--- src/rtl/wfq_event_arbiter_pkg.sv ---
// Shared types and defaults for the WFQ event arbiter.
// Covers FSM state and grant encodings plus parameter defaults.
package wfq_event_arbiter_pkg;

  localparam int FW_DEF    = 13;
  localparam int GAP_DEF   = 4;
  localparam int CNT_W_DEF = 16;
  localparam int TMR_W     = 4;

  typedef enum logic [1:0] {
    ST_IDLE  = 2'd0,
    ST_ISSUE = 2'd1,
    ST_GAP   = 2'd2
  } state_t;

  typedef enum logic {
    GRANT_ARR = 1'b0,
    GRANT_DEP = 1'b1
  } grant_t;

endpackage

--- src/rtl/wfq_event_arbiter_if.sv ---
// Requester, sum_weight and status signals of the event arbiter.
// master = requester/consumer side, slave = arbiter side.
interface wfq_event_arbiter_if
  import wfq_event_arbiter_pkg::*;
#(
  parameter int FW    = FW_DEF,
  parameter int CNT_W = CNT_W_DEF
) ();

  logic             arr_req;
  logic [FW-1:0]    arr_flow_id;
  logic             arr_ack;
  logic             dep_req;
  logic [FW-1:0]    dep_flow_id;
  logic             dep_ack;
  logic             arrival;
  logic             depart;
  logic [FW-1:0]    flow_id;
  logic [CNT_W-1:0] pkt_cnt;
  logic             err_underflow;
  logic             busy;

  modport master (
    output arr_req, arr_flow_id, dep_req, dep_flow_id,
    input  arr_ack, dep_ack, arrival, depart, flow_id,
    input  pkt_cnt, err_underflow, busy
  );

  modport slave (
    input  arr_req, arr_flow_id, dep_req, dep_flow_id,
    output arr_ack, dep_ack, arrival, depart, flow_id,
    output pkt_cnt, err_underflow, busy
  );

endinterface

--- src/rtl/wfq_event_arbiter_gap_timer.sv ---
// Spacing timer: loads a count, decrements to zero, flags done.
// done is high whenever the count has reached zero.
module wfq_event_arbiter_gap_timer
  import wfq_event_arbiter_pkg::*;
(
  input  logic             clk,
  input  logic             rst,
  input  logic             load,
  input  logic [TMR_W-1:0] load_val,
  output logic             done
);

  logic [TMR_W-1:0] cnt;

  // Reload on each issue, otherwise count down and park at zero.
  always_ff @(posedge clk or posedge rst) begin
    if (rst) begin
      cnt <= '0;
    end else if (load) begin
      cnt <= load_val;
    end else if (cnt != '0) begin
      cnt <= cnt - TMR_W'(1);
    end
  end

  assign done = (cnt == '0);

endmodule

--- src/rtl/wfq_event_arbiter.sv ---
// Arbitrates arrival/departure events into sum_weight with
// alternating priority, event spacing and a queued-packet count.
module wfq_event_arbiter
  import wfq_event_arbiter_pkg::*;
#(
  parameter int FW    = FW_DEF,
  parameter int GAP   = GAP_DEF,
  parameter int CNT_W = CNT_W_DEF
) (
  input logic                clk,
  input logic                rst,
  wfq_event_arbiter_if.slave bus
);

  localparam logic [TMR_W-1:0] GAP_LD =
    TMR_W'((GAP > 1) ? GAP - 2 : 0);

  state_t state, state_nxt;
  grant_t grant, grant_nxt, last_grant, lg_d;

  logic cnt_full, cnt_zero;
  logic arr_ok, dep_ok;
  logic pick_arr, pick_dep;
  logic reject, tmr_done;

  logic             arr_ack_d, dep_ack_d;
  logic             depart_d, err_d;
  logic [FW-1:0]    flow_d;
  logic [CNT_W-1:0] cnt_d;

  assign cnt_full = &bus.pkt_cnt;
  assign cnt_zero = (bus.pkt_cnt == '0);
  assign arr_ok   = bus.arr_req && !cnt_full;
  assign dep_ok   = bus.dep_req;
  assign reject   = (state == ST_ISSUE) &&
                    (grant == GRANT_DEP) && cnt_zero;

  // Tie goes to whichever side was not granted last.
  assign pick_arr = arr_ok &&
                    (!dep_ok || last_grant == GRANT_DEP);
  assign pick_dep = dep_ok &&
                    (!arr_ok || last_grant == GRANT_ARR);

  wfq_event_arbiter_gap_timer u_gap (
    .clk      (clk),
    .rst      (rst),
    .load     (state == ST_ISSUE),
    .load_val (GAP_LD),
    .done     (tmr_done)
  );

  // State, grant and registered outputs.
  always_ff @(posedge clk or posedge rst) begin
    if (rst) begin
      state             <= ST_IDLE;
      grant             <= GRANT_ARR;
      last_grant        <= GRANT_DEP;
      bus.arr_ack       <= 1'b0;
      bus.dep_ack       <= 1'b0;
      bus.arrival       <= 1'b0;
      bus.depart        <= 1'b0;
      bus.err_underflow <= 1'b0;
      bus.flow_id       <= '0;
      bus.pkt_cnt       <= '0;
      bus.busy          <= 1'b0;
    end else begin
      state             <= state_nxt;
      grant             <= grant_nxt;
      last_grant        <= lg_d;
      bus.arr_ack       <= arr_ack_d;
      bus.dep_ack       <= dep_ack_d;
      bus.arrival       <= arr_ack_d;
      bus.depart        <= depart_d;
      bus.err_underflow <= err_d;
      bus.flow_id       <= flow_d;
      bus.pkt_cnt       <= cnt_d;
      bus.busy          <= (state_nxt != ST_IDLE);
    end
  end

  // Next state; the last gap cycle arbitrates like IDLE
  // so events land exactly GAP cycles apart.
  always_comb begin
    state_nxt = state;
    grant_nxt = grant;
    unique case (state)
      ST_ISSUE: begin
        if (reject || GAP == 1) state_nxt = ST_IDLE;
        else                    state_nxt = ST_GAP;
      end
      ST_IDLE, ST_GAP: begin
        if (state == ST_IDLE || tmr_done) begin
          state_nxt = ST_IDLE;
          if (pick_arr) begin
            state_nxt = ST_ISSUE;
            grant_nxt = GRANT_ARR;
          end else if (pick_dep) begin
            state_nxt = ST_ISSUE;
            grant_nxt = GRANT_DEP;
          end
        end
      end
      default: state_nxt = ST_IDLE;
    endcase
  end

  // Issue-cycle outputs, counter update and priority record.
  always_comb begin
    arr_ack_d = (state == ST_ISSUE) && (grant == GRANT_ARR);
    dep_ack_d = (state == ST_ISSUE) && (grant == GRANT_DEP);
    depart_d  = dep_ack_d && !cnt_zero;
    err_d     = dep_ack_d && cnt_zero;
    flow_d    = bus.flow_id;
    cnt_d     = bus.pkt_cnt;
    lg_d      = last_grant;
    if (state == ST_ISSUE) lg_d = grant;
    if (arr_ack_d) begin
      flow_d = bus.arr_flow_id;
      cnt_d  = bus.pkt_cnt + CNT_W'(1);
    end else if (depart_d) begin
      flow_d = bus.dep_flow_id;
      cnt_d  = bus.pkt_cnt - CNT_W'(1);
    end
  end

endmodule

--- src/flat_wrapper.sv ---
// flat-port wrapper written by rule: the top's interface ports become plain ports
module wfq_event_arbiter_flat import wfq_event_arbiter_pkg::*;
#(
  parameter int FW    = FW_DEF,
  parameter int GAP   = GAP_DEF,
  parameter int CNT_W = CNT_W_DEF
)
  (clk, rst, bus_arr_req, bus_arr_flow_id, bus_dep_req, bus_dep_flow_id, bus_arr_ack, bus_dep_ack, bus_arrival, bus_depart, bus_flow_id, bus_pkt_cnt, bus_err_underflow, bus_busy);
  wfq_event_arbiter_if #(.FW(FW), .CNT_W(CNT_W)) bus_i ();
  input logic clk;
  input logic rst;
  input wire logic [$bits(bus_i.arr_req)-1:0] bus_arr_req;
  input wire logic [$bits(bus_i.arr_flow_id)-1:0] bus_arr_flow_id;
  input wire logic [$bits(bus_i.dep_req)-1:0] bus_dep_req;
  input wire logic [$bits(bus_i.dep_flow_id)-1:0] bus_dep_flow_id;
  output wire logic [$bits(bus_i.arr_ack)-1:0] bus_arr_ack;
  output wire logic [$bits(bus_i.dep_ack)-1:0] bus_dep_ack;
  output wire logic [$bits(bus_i.arrival)-1:0] bus_arrival;
  output wire logic [$bits(bus_i.depart)-1:0] bus_depart;
  output wire logic [$bits(bus_i.flow_id)-1:0] bus_flow_id;
  output wire logic [$bits(bus_i.pkt_cnt)-1:0] bus_pkt_cnt;
  output wire logic [$bits(bus_i.err_underflow)-1:0] bus_err_underflow;
  output wire logic [$bits(bus_i.busy)-1:0] bus_busy;
  assign bus_i.arr_req = bus_arr_req;
  assign bus_i.arr_flow_id = bus_arr_flow_id;
  assign bus_i.dep_req = bus_dep_req;
  assign bus_i.dep_flow_id = bus_dep_flow_id;
  assign bus_arr_ack = bus_i.arr_ack;
  assign bus_dep_ack = bus_i.dep_ack;
  assign bus_arrival = bus_i.arrival;
  assign bus_depart = bus_i.depart;
  assign bus_flow_id = bus_i.flow_id;
  assign bus_pkt_cnt = bus_i.pkt_cnt;
  assign bus_err_underflow = bus_i.err_underflow;
  assign bus_busy = bus_i.busy;
  wfq_event_arbiter #(.FW(FW), .GAP(GAP), .CNT_W(CNT_W)) u_core (.clk(clk), .rst(rst), .bus(bus_i));
endmodule
--- config.mk ---
export PLATFORM = sky130hd
export DESIGN_NAME = wfq_event_arbiter_flat
export DESIGN_NICKNAME = d
export VERILOG_FILES = /design/src/rtl/wfq_event_arbiter_pkg.sv /design/src/rtl/wfq_event_arbiter_if.sv /design/src/rtl/wfq_event_arbiter_gap_timer.sv /design/src/rtl/wfq_event_arbiter.sv /design/src/flat_wrapper.sv
export SDC_FILE = /design/constraint.sdc
export NUM_CORES = 1
export LEC_CHECK = 0
export CAP_MARGIN = 15
export CORE_AREA = 2 2 88 90
export CTS_CLUSTER_SIZE = 10
export DETAILED_ROUTE_END_ITERATION = 10
export DIE_AREA = 0 0 90 92
export HOLD_SLACK_MARGIN = 0.15
export SLEW_MARGIN = 5
export SYNTH_ARGS = -nofsm -noshare
export SYNTH_HDL_FRONTEND = slang
export SYNTH_SLANG_ARGS = --single-unit
--- constraint.sdc ---
create_clock -name clk -period 5 [get_ports clk]
set_input_delay 1 -clock clk [delete_from_list [all_inputs] [get_ports clk]]
set_output_delay 1 -clock clk [all_outputs]
set_load 0.01 [all_outputs]
# Word level (Yosys, flattened, before mapping)
# Index checks and enable logic that the tools add are counted.
[word_totals]
register_bits = 42
in_bits = 30
out_inout_bits = 35
word_cells = 56
[classes]
add_sub_neg = 3
eq_ne = 2
n_mux = 13
bitwise_logic = 2
n_reduce_logical = 25
[op_table]
columns = ["cell", "count"]
rows = [
  ["16-bit 2-to-1 mux", 2],
  ["13-bit 2-to-1 mux", 2],
  ["16-bit by 1-bit adder with 16-bit output, second input constant", 1],
  ["16-bit logical NOT", 1],
  ["16-bit AND reduction", 1],
  ["16-bit by 1-bit subtractor with 16-bit output, second input constant", 1],
  ["4-bit 2-to-1 mux", 2],
  ["2-bit nonzero test", 4],
  ["1-bit logical AND", 7],
  ["2-bit 2-to-1 mux", 3],
  ["1-bit logical NOT", 4],
  ["4-bit logical NOT", 1],
  ["2-bit one-hot mux with 2 select lines", 1],
  ["4-bit nonzero test", 1],
  ["4-bit by 1-bit subtractor with 4-bit output, second input constant", 1],
  ["1-bit logical OR", 3],
  ["1-bit 2-to-1 mux", 3],
  ["3-bit AND reduction", 1],
  ["2-bit by 1-bit == test with 1-bit output, second input constant", 1],
  ["2-bit == test, second input constant", 1],
  ["2-bit logical NOT", 1],
  ["1-bit inverter", 2],
  ["2-bit OR reduction", 1],
]

# Longest topological paths before layout
[logic_depth]
ltp_word = 11
depth_mapped = 12
depth_no_buf = 10

# By module
# From an unflattened synthesis, not the netlist that was laid out.
[unflattened]
hier_cells = 278
area_unflattened_um2 = 2610.0
[modules_own_cells]
columns = ["module", "n_inst", "cells_each", "area_per_inst_um2", "seq_area_each_um2"]
rows = [
  ["wfq_event_arbiter", 1, 255, 2373.5, 952.2],
  ["wfq_event_arbiter_gap_timer", 1, 23, 236.5, 100.1],
]

# Worst setup path before layout
# No wires, ideal clock.
[synth_path]
kind = "register -> register"
from = "register u_core.state[1]"
to = "register u_core.bus.pkt_cnt[15]"
setup_ps = 80
arrival_ps = 2865
t_required_ps = 4920
path_slack_ps = 2055
path_stages_with_launch = 12
path_buffers = 1
synth_period_minus_slack_ps = 2945
path_cell_list = "dfrtp_1 > nand2b_1 > nor2_2 > buf_4 > inv_1 > ha_1 > nand2_4 > o31ai_4 > a21boi_2 > o41ai_2 > mux2i_1 > xnor2_1"
[synth_via]
elab_cells_between_ends = 6
classes_between = "1 x eq/ne; 1 x mux; 4 x reduce/logical"
[synth_lines]
columns = ["element", "line", "rtl"]
rows = [
  ["from (decl)", "wfq_event_arbiter.sv:18", "state_t state, state_nxt;"],
  ["from (signal assigned)", "wfq_event_arbiter.sv:67", "state <= state_nxt;"],
  ["2-bit by 1-bit == test with 1-bit output *", "wfq_event_arbiter.sv:109", "arr_ack_d = (state == ST_ISSUE) && (grant == GRANT_ARR);"],
  ["1-bit logical AND *", "wfq_event_arbiter.sv:109", ""],
  ["net u_core.arr_ack_d", "wfq_event_arbiter.sv:26", "logic arr_ack_d, dep_ack_d;"],
  ["16-bit 2-to-1 mux / 2-bit nonzero test (equally long branches)", "n/a", ""],
  ["to (signal assigned)", "wfq_event_arbiter.sv:76", "bus.pkt_cnt <= cnt_d;"],
  ["to (decl)", "wfq_event_arbiter_if.sv:32", "output pkt_cnt, err_underflow, busy"],
]
# Mark *: on every way through the listed nets, which the timed path passes. The rest lies on a longest branch.
# A chain may end at the register's enable or synchronous reset.

# Worst setup path after layout
[layout_path]
from = "register u_core.state[0]"
to = "register u_core.bus.pkt_cnt[14]"
[layout_via]
elab_chain_len = 4
elab_cells_between_ends = 6
classes_between = "1 x eq/ne; 1 x mux; 4 x reduce/logical"
[layout_rtl]
columns = ["element", "line", "rtl"]
rows = [
  ["2-bit by 1-bit == test with 1-bit output *", "wfq_event_arbiter.sv:109, wfq_event_arbiter.sv:110", ""],
  ["1-bit logical AND", "wfq_event_arbiter.sv:110", "dep_ack_d = (state == ST_ISSUE) && (grant == GRANT_DEP);"],
  ["1-bit logical AND", "wfq_event_arbiter.sv:111", "depart_d = dep_ack_d && !cnt_zero;"],
  ["2-bit nonzero test (no source line)", "n/a", ""],
]
# Mark *: on every way between the ends. The rest lies on a longest branch, timed or not.

==> results by group <==
Status
  • Status: completed

Timing
  • Setup TNS: 0 ns
  • Slew headroom: between 50 and 60%
  • Worst slew pin tran: 0.7371 ns
  • Worst Skew: between 0.008 and 0.009 ns
  • Tmin final: 2.819 ns
  • Final setup fails: 0
  • Max Fclk: between 0.3 and 0.4 GHz
  • Final hold violations: 0
  • Slew Viols, Final: 0
  • Final Cycle Share: 56.37%
  • RSZ-0062 raised after global routing: no

Place
  • PortBufs: 64
  • Cell Area, Placed: between 3000 and 4000 sq um
  • RePlAce Congestion: 0.8749
  • Post-detail-place hpwl: 4370 um

Detailed routing
  • First DRT Iteration DRCs: 47
  • Antenna-violating nets left: 0
  • Final WL: 5986 um
  • Post-route DRC: 0
  • Vias per Instance: 4.947
  • Pre-antenna DRT Iters: 4
  • Vias post-DR: 2137
  • Drt wl/cell: approximately 14 um

Clock network
  • Resize count post-CTS: 0
  • Clk slew on worst S/H paths: roughly 0.09 ns
  • CTS Buffer Depth: 2
  • Hold-fix buffers, CTS: 0
  • Skew-Pair Late Insertion Delay: 0.30 ns
  • Postcts setup bufs: 0
  • Root buf cell: clkbuf_8
  • Clk sinks: 42
  • CTS H-tree depth: 2
  • CTS tree: done
  • CTS Buf Count: 5

Setup path
  • CP required: 5.17 ns
  • CP Capture Type: register
  • Crit path max fanout: 14
  • Crit Path Class: reg -> reg
  • CP max stage delay: about 0.45 ns
  • Critical-path cell list: nand2b_1 -> nor2_2 -> inv_1 -> ha_1 -> a21oi_1 -> nand2b_1 -> o21ai_0 -> a22oi_1 -> xnor2_1 -> o21ai_0
  • Slowest-stage cell, CP: dfrtp_1
  • Startpoint Class: register
  • Crit path DAT: 2.99 ns

Pwr
  • Total power: 2506 uW
  • Net Sw Frac: 45.16%
  • Clock network fraction of total power: 9.2%
  • Worst vdd ir: 0.4090 mV
  • Reg power frac: 26.1%
  • P_leak: 0.001391 uW
  • P_sw: 1131 uW
  • Internal: 1374 uW
  • Pwr per Cell Area: ~750 nW/um^2
  • Combinational power share: 64.7%

Logic synthesis
  • Synth top cells by count: 41 x dfrtp_1, 39 x nand2_1, 37 x o21ai_0
  • Area contributors post-synth: dfrtp_1 41%, ha_1 8.1%, o21ai_0 7.5%, nand2_1 5.9%, mux2i_1 5.7%
  • Cells after Synth: ~260
  • Register area share after synthesis: 42.52%
  • Post-synth top area share: 41.46%
  • Largest area contributor in the netlist: dfrtp_1
  • Synth Flop Type: dfrtp_1
  • Mapped Nets: 311
  • Async SR Flop Fraction: 100.0%
  • Synthesized cell area: 2475 sq um
  • Number of synthesized flops with an enable pin: 0
  • Netlist cell types: between 40 and 50
  • Yosys warns: 0
  • Most frequent cell after synthesis: dfrtp_1
  • Avg Cell Area, Syn: about 9.4 sq um
  • Synth Register Bits: 42

Global routing
  • Largest net degree at the start of global routing: 43
  • Grt ovf: 0
  • Initial antenna violation count: 0
  • Vias in the first global route: 2097
  • First-pass GRT wire length: 9956 um
  • Total GRT Usage: between 10 and 15%

Floorplan
  • Rows: 32
  • Die Ht: 92 um
  • Die X: 90 um
  • Core ar.: 7447 sq um
  • Starting Density: 33.23%
  • Ports: 65
  • Full die area: 8280 sq um

Layout
  • Area grow syn2layout: 34.28%
  • Ratio of cells with drive above 1 in the final layout: 6.364%
  • Ant. Diodes: 0
  • Design area: ~3300 sq um
  • Net total in the final layout: 376

Worst hold path
  • Hold WC Path Type: reg -> reg

Flow run
  • Max-cap violations: 0
[cell type report]
type | instances | area, sq um
Fill cell | 773 | 4124
Multi-Input combinational cell | 200 | 1339
Sequential cell | 42 | 1052
Timing Repair Buffer | 67 | 663.1
Tap cell | 102 | 127.6
Clock buffer | 5 | 68.82
Inverter | 13 | 48.80
Clock inverter | 3 | 23.77
[power by group through the flow]
stage,clock network [uW],registers (uW),logic (uW)
floorplan,0,690,1060
global placement,0,662,1600
detailed placement,0,662,1620
CTS,241,658,1630
global route,254,681,1800
finish,230,655,1620
[critical path: cells and delay by family, from the launching register on]
kind            cells  cell delay (ns)
compound gates      4             1.00
flops               1             0.45
buf+inv             1             0.39
fa+ha+maj           1             0.39
simple gates        3             0.29
xor+xnor            1             0.16
[per-stage QoR]
stage | hold slack, ns | instances | util [%] | setup slack (ns)
finish | 0.4837 | 432 | 44.62 | 2.181
global route | 0.5097 | 432 | 44.62 | 1.941
CTS | 0.4920 | 432 | 44.62 | 2.232
detailed placement | 0.4709 | 424 | 43.38 | 2.255
global placement | 0.4650 | 424 | 43.38 | 2.333
floorplan | 0.4743 | 264 | - | 2.055
[logic make-up after synthesis]
kind of cell / after synthesis / share of synthesized area [%]
and+or+nand+nor: 82 / 15.87
AOI/OAI and AO/OA: 70 / 17.09
DFF: 42 / 42.52
buffers and inverters: 22 / 3.842
adders and majority gates: 17 / 8.898
xor gates and xnor gates: 16 / 5.662
muxes: 15 / 6.117
[flip-flops by register name, summed over array words and instances, names as in the netlist]
register,cells
u_core.last_grant,1
u_core.bus.flow_id,13
u_core.grant,1
u_core.bus.err_underflow,1
u_core.bus.busy,1
u_core.bus.dep_ack,1
u_core.bus.pkt_cnt,16
u_core.bus.depart,1
u_core.bus.arr_ack,1
u_core.state,2
u_core.u_gap.cnt,4
[metal layers]
metal	routed length, um	up-vias	GRT usage (%)
met4	66	0	4.359
met3	194	6	2.629
met5	0	-	0
li1	-	1058	-
met2	2896	48	24.56
met1	2829	1025	19.48
[placed cells by master, fill, tap and decap left out, drive strengths merged, types with 3 or more instances in the layout]
| cell | netlist | routed |
|---|---|---|
| nor2 | 11 | 11 |
| ha | 16 | 16 |
| buf | 6 | 3 |
| nor2b | 4 | 4 |
| nand4 | 7 | 7 |
| clkbuf | 3 | 5 |
| nor4 | 4 | 4 |
| inv | 13 | 13 |
| nor3 | 4 | 4 |
| dfrtp | 41 | 41 |
| o21ai | 40 | 40 |
| a21o | 3 | 3 |
| nand2b | 4 | 4 |
| a21oi | 14 | 14 |
| mux2i | 14 | 14 |
| xnor2 | 10 | 10 |
| nand2 | 40 | 40 |
| xor2 | 6 | 6 |
| clkdlybuf4s50 | 0 | 64 |
| and2 | 3 | 3 |
[path summary, 6_finish.rpt]
path | start | end | slack (ns) | cells after the start
hold reg to reg | u_core.bus.flow_id[1] | u_core.bus.flow_id[1] | 0.48 | 2
min in group asynchronous | rst | u_core.bus.arr_ack | 1.13 | 3
setup reg to reg | u_core.state[0] | u_core.bus.pkt_cnt[14] | 2.18 | 10
setup / recovery | u_core.state[0] | u_core.bus.pkt_cnt[14] | 2.18 | 10
max in group asynchronous | rst | u_core.bus.pkt_cnt[10] | 3.47 | 3
hold / removal | u_core.bus.flow_id[1] | u_core.bus.flow_id[1] | 0.48 | 2
No activity file was read; power rests on OpenSTA's default activity.
